File: src/rtl/pio_apb_arb_if.sv
// pio_apb_arb_if: APB bus between the requester arbiter (master) and the PIO wrapper (slave).
interface pio_apb_arb_if #(
    parameter int AW = 12
);
    logic          psel;
    logic          penable;
    logic          pwrite;
    logic [AW-1:0] paddr;
    logic [31:0]   pwdata;
    logic [3:0]    pstrb;
    logic [2:0]    pprot;
    logic [31:0]   prdata;
    logic          pready;
    logic          pslverr;
    modport master (
        output psel, penable, pwrite, paddr, pwdata, pstrb, pprot,
        input  prdata, pready, pslverr
    );
    modport slave (
        input  psel, penable, pwrite, paddr, pwdata, pstrb, pprot,
        output prdata, pready, pslverr
    );
endinterface

File: src/rtl/pio_apb_arb.sv
// pio_apb_arb: round-robin arbiter sequencing NREQ word requesters onto one APB master port.
// Optional ACCESS-phase timeout built only when PIO_ARB_TIMEOUT_EN is defined.
module pio_apb_arb #(
    parameter int         NREQ    = 4,
    parameter int         AW      = 12,
    parameter logic [2:0] PPROT_V = 3'b000,
    parameter int         TO_CYC  = 255
) (
    input  logic               pclk,
    input  logic               resetn,
    input  logic [NREQ-1:0]    req,
    input  logic [NREQ-1:0]    req_we,
    input  logic [NREQ*AW-1:0] req_addr,
    input  logic [NREQ*32-1:0] req_wdata,
    input  logic [NREQ*4-1:0]  req_strb,
    output logic [NREQ-1:0]    ack,
    output logic [31:0]        rsp_rdata,
    output logic               rsp_err,
    output logic               busy,
    output logic               timeout,
    pio_apb_arb_if.master      apb
);
    localparam int PW = (NREQ > 1) ? $clog2(NREQ) : 1;
    typedef enum logic [1:0] {IDLE, SETUP, ACCESS, DONE} state_t;
    state_t        state, state_n;
    logic [PW-1:0] ptr, ptr_n, gnt, gnt_n, sel;
    logic          psel, psel_n, penable, penable_n, pwrite, pwrite_n;
    logic [AW-1:0] paddr, paddr_n;
    logic [31:0]   pwdata, pwdata_n, rdata_n;
    logic [3:0]    pstrb, pstrb_n;
    logic [NREQ-1:0] ack_n;
    logic          err_n, busy_n;
`ifdef PIO_ARB_TIMEOUT_EN
    localparam int TW = (TO_CYC > 255) ? 16 : 8;
    logic [TW-1:0] cnt, cnt_n;
    logic          to_n;
`else
    assign timeout = 1'b0;
`endif

    assign apb.psel    = psel;
    assign apb.penable = penable;
    assign apb.pwrite  = pwrite;
    assign apb.paddr   = paddr;
    assign apb.pwdata  = pwdata;
    assign apb.pstrb   = pstrb;
    assign apb.pprot   = PPROT_V;

    // Descending scan so the candidate closest above ptr is written last and wins.
    always_comb begin
        sel = ptr;
        for (int i = NREQ - 1; i >= 0; i--)
            if (req[PW'((int'(ptr) + i) % NREQ)]) sel = PW'((int'(ptr) + i) % NREQ);
    end

    always_comb begin
        state_n   = state;
        ptr_n     = ptr;
        gnt_n     = gnt;
        psel_n    = psel;
        penable_n = penable;
        pwrite_n  = pwrite;
        paddr_n   = paddr;
        pwdata_n  = pwdata;
        pstrb_n   = pstrb;
        ack_n     = '0;
        rdata_n   = '0;
        err_n     = 1'b0;
`ifdef PIO_ARB_TIMEOUT_EN
        cnt_n     = cnt;
        to_n      = 1'b0;
`endif
        case (state)
            IDLE: if (|req) begin
                state_n  = SETUP;
                gnt_n    = sel;
                ptr_n    = (sel == PW'(NREQ - 1)) ? '0 : sel + 1'b1;
                psel_n   = 1'b1;
                pwrite_n = req_we[sel];
                paddr_n  = req_addr[sel*AW +: AW];
                pwdata_n = req_wdata[sel*32 +: 32];
                pstrb_n  = req_we[sel] ? req_strb[sel*4 +: 4] : 4'h0;
            end
            SETUP: begin
                state_n   = ACCESS;
                penable_n = 1'b1;
`ifdef PIO_ARB_TIMEOUT_EN
                cnt_n     = '0;
`endif
            end
            ACCESS: if (apb.pready) begin
                state_n   = DONE;
                psel_n    = 1'b0;
                penable_n = 1'b0;
                ack_n     = NREQ'(1) << gnt;
                rdata_n   = pwrite ? 32'h0 : apb.prdata;
                err_n     = apb.pslverr;
            end
`ifdef PIO_ARB_TIMEOUT_EN
            // This cycle is the TO_CYC-th not-ready ACCESS cycle.
            else if (cnt == TW'(TO_CYC - 1)) begin
                state_n   = DONE;
                psel_n    = 1'b0;
                penable_n = 1'b0;
                ack_n     = NREQ'(1) << gnt;
                err_n     = 1'b1;
                to_n      = 1'b1;
            end else cnt_n = cnt + 1'b1;
`endif
            default: state_n = IDLE;
        endcase
        busy_n = state_n != IDLE;
    end

    always_ff @(posedge pclk) begin
        if (!resetn) begin
            state     <= IDLE;
            ptr       <= '0;
            gnt       <= '0;
            psel      <= 1'b0;
            penable   <= 1'b0;
            pwrite    <= 1'b0;
            paddr     <= '0;
            pwdata    <= '0;
            pstrb     <= '0;
            ack       <= '0;
            rsp_rdata <= '0;
            rsp_err   <= 1'b0;
            busy      <= 1'b0;
`ifdef PIO_ARB_TIMEOUT_EN
            cnt       <= '0;
            timeout   <= 1'b0;
`endif
        end else begin
            state     <= state_n;
            ptr       <= ptr_n;
            gnt       <= gnt_n;
            psel      <= psel_n;
            penable   <= penable_n;
            pwrite    <= pwrite_n;
            paddr     <= paddr_n;
            pwdata    <= pwdata_n;
            pstrb     <= pstrb_n;
            ack       <= ack_n;
            rsp_rdata <= rdata_n;
            rsp_err   <= err_n;
            busy      <= busy_n;
`ifdef PIO_ARB_TIMEOUT_EN
            cnt       <= cnt_n;
            timeout   <= to_n;
`endif
        end
    end
endmodule

File: src/flat_wrapper.sv
// flat-port wrapper written by rule: the top's interface ports become plain ports
module pio_apb_arb_flat 
#(
    parameter int         NREQ    = 4,
    parameter int         AW      = 12,
    parameter logic [2:0] PPROT_V = 3'b000,
    parameter int         TO_CYC  = 255
)
  (pclk, resetn, req, req_we, req_addr, req_wdata, req_strb, ack, rsp_rdata, rsp_err, busy, timeout, apb_psel, apb_penable, apb_pwrite, apb_paddr, apb_pwdata, apb_pstrb, apb_pprot, apb_prdata, apb_pready, apb_pslverr);
  pio_apb_arb_if #(.AW(AW)) apb_i ();
  input  logic pclk;
  input  logic resetn;
  input  logic [NREQ-1:0] req;
  input  logic [NREQ-1:0] req_we;
  input  logic [NREQ*AW-1:0] req_addr;
  input  logic [NREQ*32-1:0] req_wdata;
  input  logic [NREQ*4-1:0] req_strb;
  output logic [NREQ-1:0] ack;
  output logic [31:0] rsp_rdata;
  output logic rsp_err;
  output logic busy;
  output logic timeout;
  output wire logic [$bits(apb_i.psel)-1:0] apb_psel;
  output wire logic [$bits(apb_i.penable)-1:0] apb_penable;
  output wire logic [$bits(apb_i.pwrite)-1:0] apb_pwrite;
  output wire logic [$bits(apb_i.paddr)-1:0] apb_paddr;
  output wire logic [$bits(apb_i.pwdata)-1:0] apb_pwdata;
  output wire logic [$bits(apb_i.pstrb)-1:0] apb_pstrb;
  output wire logic [$bits(apb_i.pprot)-1:0] apb_pprot;
  input wire logic [$bits(apb_i.prdata)-1:0] apb_prdata;
  input wire logic [$bits(apb_i.pready)-1:0] apb_pready;
  input wire logic [$bits(apb_i.pslverr)-1:0] apb_pslverr;
  assign apb_psel = apb_i.psel;
  assign apb_penable = apb_i.penable;
  assign apb_pwrite = apb_i.pwrite;
  assign apb_paddr = apb_i.paddr;
  assign apb_pwdata = apb_i.pwdata;
  assign apb_pstrb = apb_i.pstrb;
  assign apb_pprot = apb_i.pprot;
  assign apb_i.prdata = apb_prdata;
  assign apb_i.pready = apb_pready;
  assign apb_i.pslverr = apb_pslverr;
  pio_apb_arb #(.NREQ(NREQ), .AW(AW), .PPROT_V(PPROT_V), .TO_CYC(TO_CYC)) u_core (.pclk(pclk), .resetn(resetn), .req(req), .req_we(req_we), .req_addr(req_addr), .req_wdata(req_wdata), .req_strb(req_strb), .ack(ack), .rsp_rdata(rsp_rdata), .rsp_err(rsp_err), .busy(busy), .timeout(timeout), .apb(apb_i));
endmodule
File: config.mk
export PLATFORM = sky130hd
export DESIGN_NAME = pio_apb_arb_flat
export DESIGN_NICKNAME = d
export VERILOG_FILES = /design/src/rtl/pio_apb_arb_if.sv /design/src/rtl/pio_apb_arb.sv /design/src/flat_wrapper.sv
export SDC_FILE = /design/constraint.sdc
export NUM_CORES = 1
export LEC_CHECK = 0
export BUFFER_PORTS_ARGS = -buffer_cell sky130_fd_sc_hd__buf_4
export CAP_MARGIN = 20
export CELL_PAD_IN_SITES_DETAIL_PLACEMENT = 1
export CELL_PAD_IN_SITES_GLOBAL_PLACEMENT = 2
export CORE_ASPECT_RATIO = 0.8
export CORE_MARGIN = 8
export CORE_UTILIZATION = 22
export DETAILED_ROUTE_END_ITERATION = 12
export GPL_ROUTABILITY_DRIVEN = 0
export PLACE_DENSITY_LB_ADDON = 0.1
export SYNTH_ARGS = -nofsm -noshare
export SYNTH_HDL_FRONTEND = slang
export SYNTH_SLANG_ARGS = --single-unit
File: constraint.sdc
create_clock -name pclk -period 2.6 [get_ports pclk]
set_input_delay 0.39 -clock pclk [delete_from_list [all_inputs] [get_ports pclk]]
set_output_delay 0.39 -clock pclk [all_outputs]
set_load 0.02 [all_outputs]
==> impl_metrics.json, run 1 <==
{
  "grt_start_max_net_pins": 33,
  "worst_ep_required_time_ps": 2840,
  "rows": 47,
  "gr-usage-met3": 0.0662,
  "postCtsResizedCells": 0,
  "irDropWorstVdd_v": 0.000356,
  "cts.htree.levels": 3,
  "maxSlewViolCount": 0,
  "synth_seq_cells": 95,
  "avgSynthCellArea_um2": 9.72,
  "finalWirelength_um": 21200,
  "grt-ovfl-total": 0,
  "antenna_found_initial": 0,
  "crit_chain": "nor2b_1 -> o21a_1 -> nor3_2 -> buf_4 -> buf_4 -> mux2i_1 -> and3_1 -> a2111oi_2",
  "worst-setup-path-type": "flop to flop",
  "synth.top_cell.area_share": 0.407,
  "hold_violations": 0,
  "grt_most_used_layer": "met2",
  "tightest_slew_ps": 501,
  "io_pins": 329,
  "viasPerCell": 4.45,
  "drt-pass1-iter-count": 4,
  "crit_arrival_ps": 2550,
  "wl_per_cell_um": 19.7,
  "synthCells": 481,
  "p_total_uw": 7830,
  "die_area_um2": 26200,
  "finalSetupViolCount": 0,
  "first_iter_violations": 141,
  "initial_utilization": 0.225,
  "fin_crit_ps": 2310,
  "nNetsFinal": 1043,
  "die_height_um": 146,
  "critPathMaxFanout": 12,
  "root_buffer": "clkbuf_16",
  "p_leak_uw": 0.00374,
  "timing.critical_path.mode_cell": "buf_4",
  "core-area_um2": 20800,
  "grt_pass1_vias": 5407,
  "cts_tree": "done",
  "ys.flop_type": "dfxtp_1",
  "die_w_um": 179,
  "track_usage": 0.157,
  "rsz0062_at_grt": "false",
  "p_per_area_nw_per_um2": 1010,
  "finalNonFillerCells": 1076,
  "postCtsSetupBuffers": 0,
  "remaining_drc_errors": 0,
  "slew_headroom": 0.666,
  "final_cell_mix": "buf_4, nand2_1, mux2i_1",
  "grt_pass1_wl_um": 31600,
  "hold_buffers": 0,
  "async_flop_share": 0,
  "skew_ps": 7.91,
  "io_buffers": 324,
  "synthTopCellsByArea": "dfxtp_1, mux2i_1, a32o_1",
  "synth-seq-area-share": 0.407,
  "cp_slowest_cell": "dfxtp_1",
  "final_common_cell": "buf_4",
  "max_cap_viol_count": 0,
  "synth_top_area_cell": "dfxtp_1",
  "fin_crit_sh": 0.887,
  "fin_tns_setup_ps": 0,
  "met2_usage": 0.279,
  "cts_buffer_depth": 2,
  "hpwl_um": 17700,
  "start_kind": "flop",
  "clkSinkCount": 95,
  "clk_latency_ps": 350,
  "area_growth_pct": 65.1,
  "num_vias": 4789,
  "syn_area_um2": 4680,
  "n_antenna_cell": 0,
  "drive_gt1_frac": 0.470,
  "hold_class": "input pin to flop",
  "placedCellCount": 1060,
  "grt_util_met1": 0.167,
  "path_clk_slew_ps": 80,
  "endpoint_kind": "flop",
  "ant_nets": 0,
  "synth.distinct_cells": 38,
  "max_stage_delay_ps": 410,
  "tritoncts.num_buffers": 9,
  "synth-edff-count": 0,
  "clock.fmax_mhz": 434,
  "ys_warn_count": 0,
  "outcome": "finished clean"
}
[synth_stat cells (6+ instances only)]
cell type / n
nand2_1: 98
mux2i_1: 97
dfxtp_1: 95
a32o_1: 44
and2_1: 34
clkbuf_1: 13
nor2_1: 12
buf_6: 11
and3_1: 9
a21oi_1: 7
buf_2: 7
buf_4: 6
[cells by family after synthesis]
family	Yosys count	share of synthesized area
buffers and inverters	45	0.0605
AND/OR/NAND/NOR	168	0.167
other	1	0.000802
flip-flops	95	0.407
AO/OA/AOI/OAI	69	0.142
adder cells (fa/ha/maj)	5	0.0134
multiplexers	98	0.210
[metrics by stage]
step	cell area (um2)	utilization	hold WS (ps)	setup slack [ps]
2_1_floorplan	4690	-	433	578
3_3_place_gp	7420	0.357	452	233
3_5_place_dp	7420	0.357	456	117
4_1_cts	7720	0.372	206	241
5_1_grt	7720	0.372	207	156
6_report	7720	0.372	229	294
[path summary, 6_finish.rpt]
kind                                            from                   end  slack (ps)  depth (start not counted)
worst max-delay path                   u_core.ptr[0]   u_core.apb.pstrb[0]         290                          8
worst min-delay path                   apb_prdata[4]   u_core.rsp_rdata[4]         230                          2
worst max register to register         u_core.ptr[0]   u_core.apb.pstrb[0]         290                          8
worst min register to register  u_core.apb.pwdata[2]  u_core.apb.pwdata[2]         470                          1
[registers in the layout, indices dropped and copies added, names as in the netlist, 2 cells and up]
signal	cells
u_core.apb.paddr	12
u_core.rsp_rdata	32
u_core.gnt	2
u_core.ack	4
u_core.state	2
u_core.apb.pstrb	4
u_core.apb.pwdata	32
u_core.ptr	2
[cell type report]
cell class	instances	area, um2
fill	2427	13000
timing repair buffer	346	2640
multi-input combinational	344	2520
sequential	95	1900
tap	269	337
clock buffer	9	225
clock inverter	7	76.3
inverter	6	22.5
[report_power, final]
group / total, uW / leakage (uW) / switching (uW) / internal (uW)
combinational: 4280 / 0.00281 / 2350 / 1930
clock: 1350 / 0.000148 / 670 / 684
sequential: 2190 / 0.000779 / 273 / 1920
[layer usage]
metal | share of wire | up-vias
li1 | - | 2347
met1 | 0.38 | 2255
met2 | 0.51 | 164
met3 | 0.087 | 23
met4 | 0.017 | 0
met5 | 0 | -
[critical path, delay by kind of cell, from the launching register on]
kind,cells,cell delay (ps)
simple gates,3,600
compound gates,2,590
buf+inv,2,510
flops,1,410
mux,1,90
Note: power is estimated with default switching activity, not from simulation.
==> inputs of run 2 (changes only) <==
--- a/config.mk
+++ b/config.mk
@@ -5,13 +5,14 @@
 export SDC_FILE = /design/constraint.sdc
 export NUM_CORES = 1
 export LEC_CHECK = 0
+export ABC_AREA = 1
 export BUFFER_PORTS_ARGS = -buffer_cell sky130_fd_sc_hd__buf_4
 export CAP_MARGIN = 20
 export CELL_PAD_IN_SITES_DETAIL_PLACEMENT = 1
 export CELL_PAD_IN_SITES_GLOBAL_PLACEMENT = 2
 export CORE_ASPECT_RATIO = 0.8
 export CORE_MARGIN = 8
-export CORE_UTILIZATION = 22
+export CORE_UTILIZATION = 21
 export DETAILED_ROUTE_END_ITERATION = 12
 export GPL_ROUTABILITY_DRIVEN = 0
 export PLACE_DENSITY_LB_ADDON = 0.1
==> run 2 against run 1 <==
Cell count is 49% higher. Worst hold slack improved by 8.4 ps. Utilization decreased by 4.3 points. Synthesized cell count increased by 96%. Largest power group unchanged. Routed wire length rose by 22%. Global-route usage is 0.26 points lower. Maximum frequency grew 2.2%.
==> impl_metrics.json, run 2 <==
{
  "finalWirelength_um": 25800,
  "core-area_um2": 26300,
  "synth_top_area_cell": "dfxtp_1",
  "slew_headroom": 0.603,
  "multiInputGateArea_um2": 2460,
  "clk_latency_ps": 360,
  "place_area_um2": 8370,
  "wl_per_cell_um": 16.1,
  "grt_pass1_wl_um": 38800,
  "synthMuxAreaShare": 0,
  "yosysMostFrequentCell": "inv_1",
  "cp_top_family": "simple AND/OR/NAND/NOR gates",
  "grt-ovfl-total": 0,
  "synthCells": 944,
  "fin_crit_sh": 0.868,
  "cts_buffer_depth": 2,
  "hold_class": "input pin to flop",
  "cts.htree.levels": 3,
  "async_flop_share": 0,
  "synth_compound_area_frac": 0.0905,
  "start_kind": "flop",
  "avgSynthCellArea_um2": 5.97,
  "io_pins": 329,
  "synth.distinct_cells": 29,
  "routed-wl-met3_um": 2030,
  "initial_utilization": 0.214,
  "cp.buffers_inverters": 2,
  "die_height_um": 163,
  "cp_slowest_cell": "dfxtp_2",
  "p_leak_uw": 0.00520,
  "synth.top_cell.area_share": 0.337,
  "maxSlewViolCount": 0,
  "finalSetupViolCount": 0,
  "dpl_worst_slack_ps": -3.61,
  "max_stage_delay_ps": 440,
  "synth_top_family_by_area": "simple AND/OR/NAND/NOR gates",
  "skew_ps": 12.3,
  "syn_area_um2": 5640,
  "crit_chain": "nand2_1 -> o21ai_1 -> nand2_1 -> nand2_1 -> inv_2 -> nand2_2 -> nand3_1 -> nand2_4 -> buf_12 -> ha_1 -> o21ai_0 -> a21oi_1",
  "io_buffers": 324,
  "nNetsFinal": 1484,
  "remaining_drc_errors": 0,
  "root_buffer": "clkbuf_16",
  "antenna_found_initial": 0,
  "p_total_uw": 9660,
  "max_cap_viol_count": 0,
  "clkSinkCount": 95,
  "critPathMaxFanout": 45,
  "ys_warn_count": 0,
  "worst_ep_required_time_ps": 2840,
  "synth_seq_cells": 95,
  "first_iter_violations": 186,
  "worst-setup-path-type": "flop to flop",
  "synth-seq-area-share": 0.337,
  "cts_tree": "done",
  "area_growth_pct": 53.6,
  "hold_violations": 0,
  "synth_xor_xnor_area_share": 0,
  "num_vias": 6509,
  "viasPerCell": 4.06,
  "tritoncts.num_buffers": 9,
  "met1_length_um": 11700,
  "rows": 53,
  "fin_crit_ps": 2260,
  "rsz0062_at_grt": "false",
  "synth-edff-count": 0,
  "wl_met2_um": 11900,
  "final_cell_mix": "buf_4, inv_1, nand2_1",
  "ant_nets": 0,
  "synthTopCellsByCount": "inv_1, nand2_1, nand3_1",
  "path_clk_slew_ps": 80,
  "hold_slack_ps": 238,
  "synthAdderAreaFrac": 0.0111,
  "crit_arrival_ps": 2500,
  "grt_start_max_net_pins": 46,
  "top_regs": "u_core.apb.pwdata x32, u_core.rsp_rdata x32, u_core.apb.paddr x12",
  "grt_pass1_vias": 6626,
  "postCtsSetupBuffers": 0,
  "fill_cells": 3422,
  "die_w_um": 199,
  "worst_slack_ps": 344,
  "timing.critical_path.mode_cell": "nand2_1",
  "final_area_um2": 8660,
  "synthTopCellsByArea": "dfxtp_1, inv_1, nand2_1",
  "n_antenna_cell": 0,
  "synth-simple-area-share": 0.330,
  "final_common_cell": "buf_4",
  "p_per_area_nw_per_um2": 1120,
  "fin_tns_setup_ps": 0,
  "die_area_um2": 32400,
  "endpoint_kind": "flop",
  "hpwl_um": 20600,
  "drt-pass1-iter-count": 4,
  "drive_gt1_frac": 0.301,
  "ys.flop_type": "dfxtp_1",
  "clock.fmax_mhz": 443,
  "top_layer": "met4",
  "irDropWorstVdd_v": 0.000589,
  "tightest_slew_ps": 595,
  "regArea_um2": 1900,
  "outcome": "finished clean",
  "track_usage": 0.154
}
-- run 2: cell type report --
type / instances / area share
clock buffers: 9 / 0.0260
clock inverters: 7 / 0.00679
inverters: 254 / 0.111
multi-input cells: 545 / 0.284
flip-flops and latches: 95 / 0.220
well taps: 357 / 0.0516
repair buffers: 338 / 0.301
-- run 2: through the flow --
| step | util | std cells |
|---|---|---|
| 2_1_floorplan | - | 947 |
| 3_3_place_gp | 0.318 | 1589 |
| 3_5_place_dp | 0.318 | 1589 |
| 4_1_cts | 0.329 | 1605 |
| 5_1_grt | 0.329 | 1605 |
| 6_report | 0.329 | 1605 |
-- run 2: cell families after synthesis --
family | count (synthesis)
DFF | 95
adders and majority gates | 5
other | 1
AOI/OAI and AO/OA | 93
buffers and inverters | 307
and+or+nand+nor | 443
-- run 2: worst paths after layout --
check | endpoint | slack, ps | cells after the start | from
setup reg to reg | u_core.ptr[1] | 340 | 12 | u_core.ptr[0]
hold / removal | u_core.rsp_rdata[9] | 240 | 3 | apb_prdata[9]
hold reg to reg | u_core.ack[1] | 470 | 1 | u_core.gnt[1]
setup / recovery | u_core.ptr[1] | 340 | 12 | u_core.ptr[0]
-- run 2: worst reg2reg max path, delay by kind of cell, from the launching register on --
kind                       cells  cell delay [ps]
buffers and inverters          2              290
adders and majority gates      1              290
and+or+nand+nor                6              690
AOI/OAI and AO/OA              3              410
DFF                            1              440
-- run 2: repair_timing --
item,CTS,global route
pin swaps,0,0
gates resized for setup,1,2
setup endpoints to repair,3,9
hold buffers,0,0
-- run 2: routing by layer --
| layer | vias up | GRT usage |
|---|---|---|
| li1 | 3372 | - |
| met1 | 2971 | 0.194 |
| met2 | 153 | 0.252 |
| met3 | 13 | 0.0570 |
| met4 | 0 | 0.0283 |
| met5 | - | 0 |
-- run 2: power breakdown --
| part | internal, uW | switching [uW] | leakage [uW] |
|---|---|---|---|
| clock network | 671 | 671 | 0.000144 |
| registers | 1860 | 239 | 0.000780 |
| logic | 2260 | 3970 | 0.00428 |
| total | 4780 | 4880 | 0.00520 |
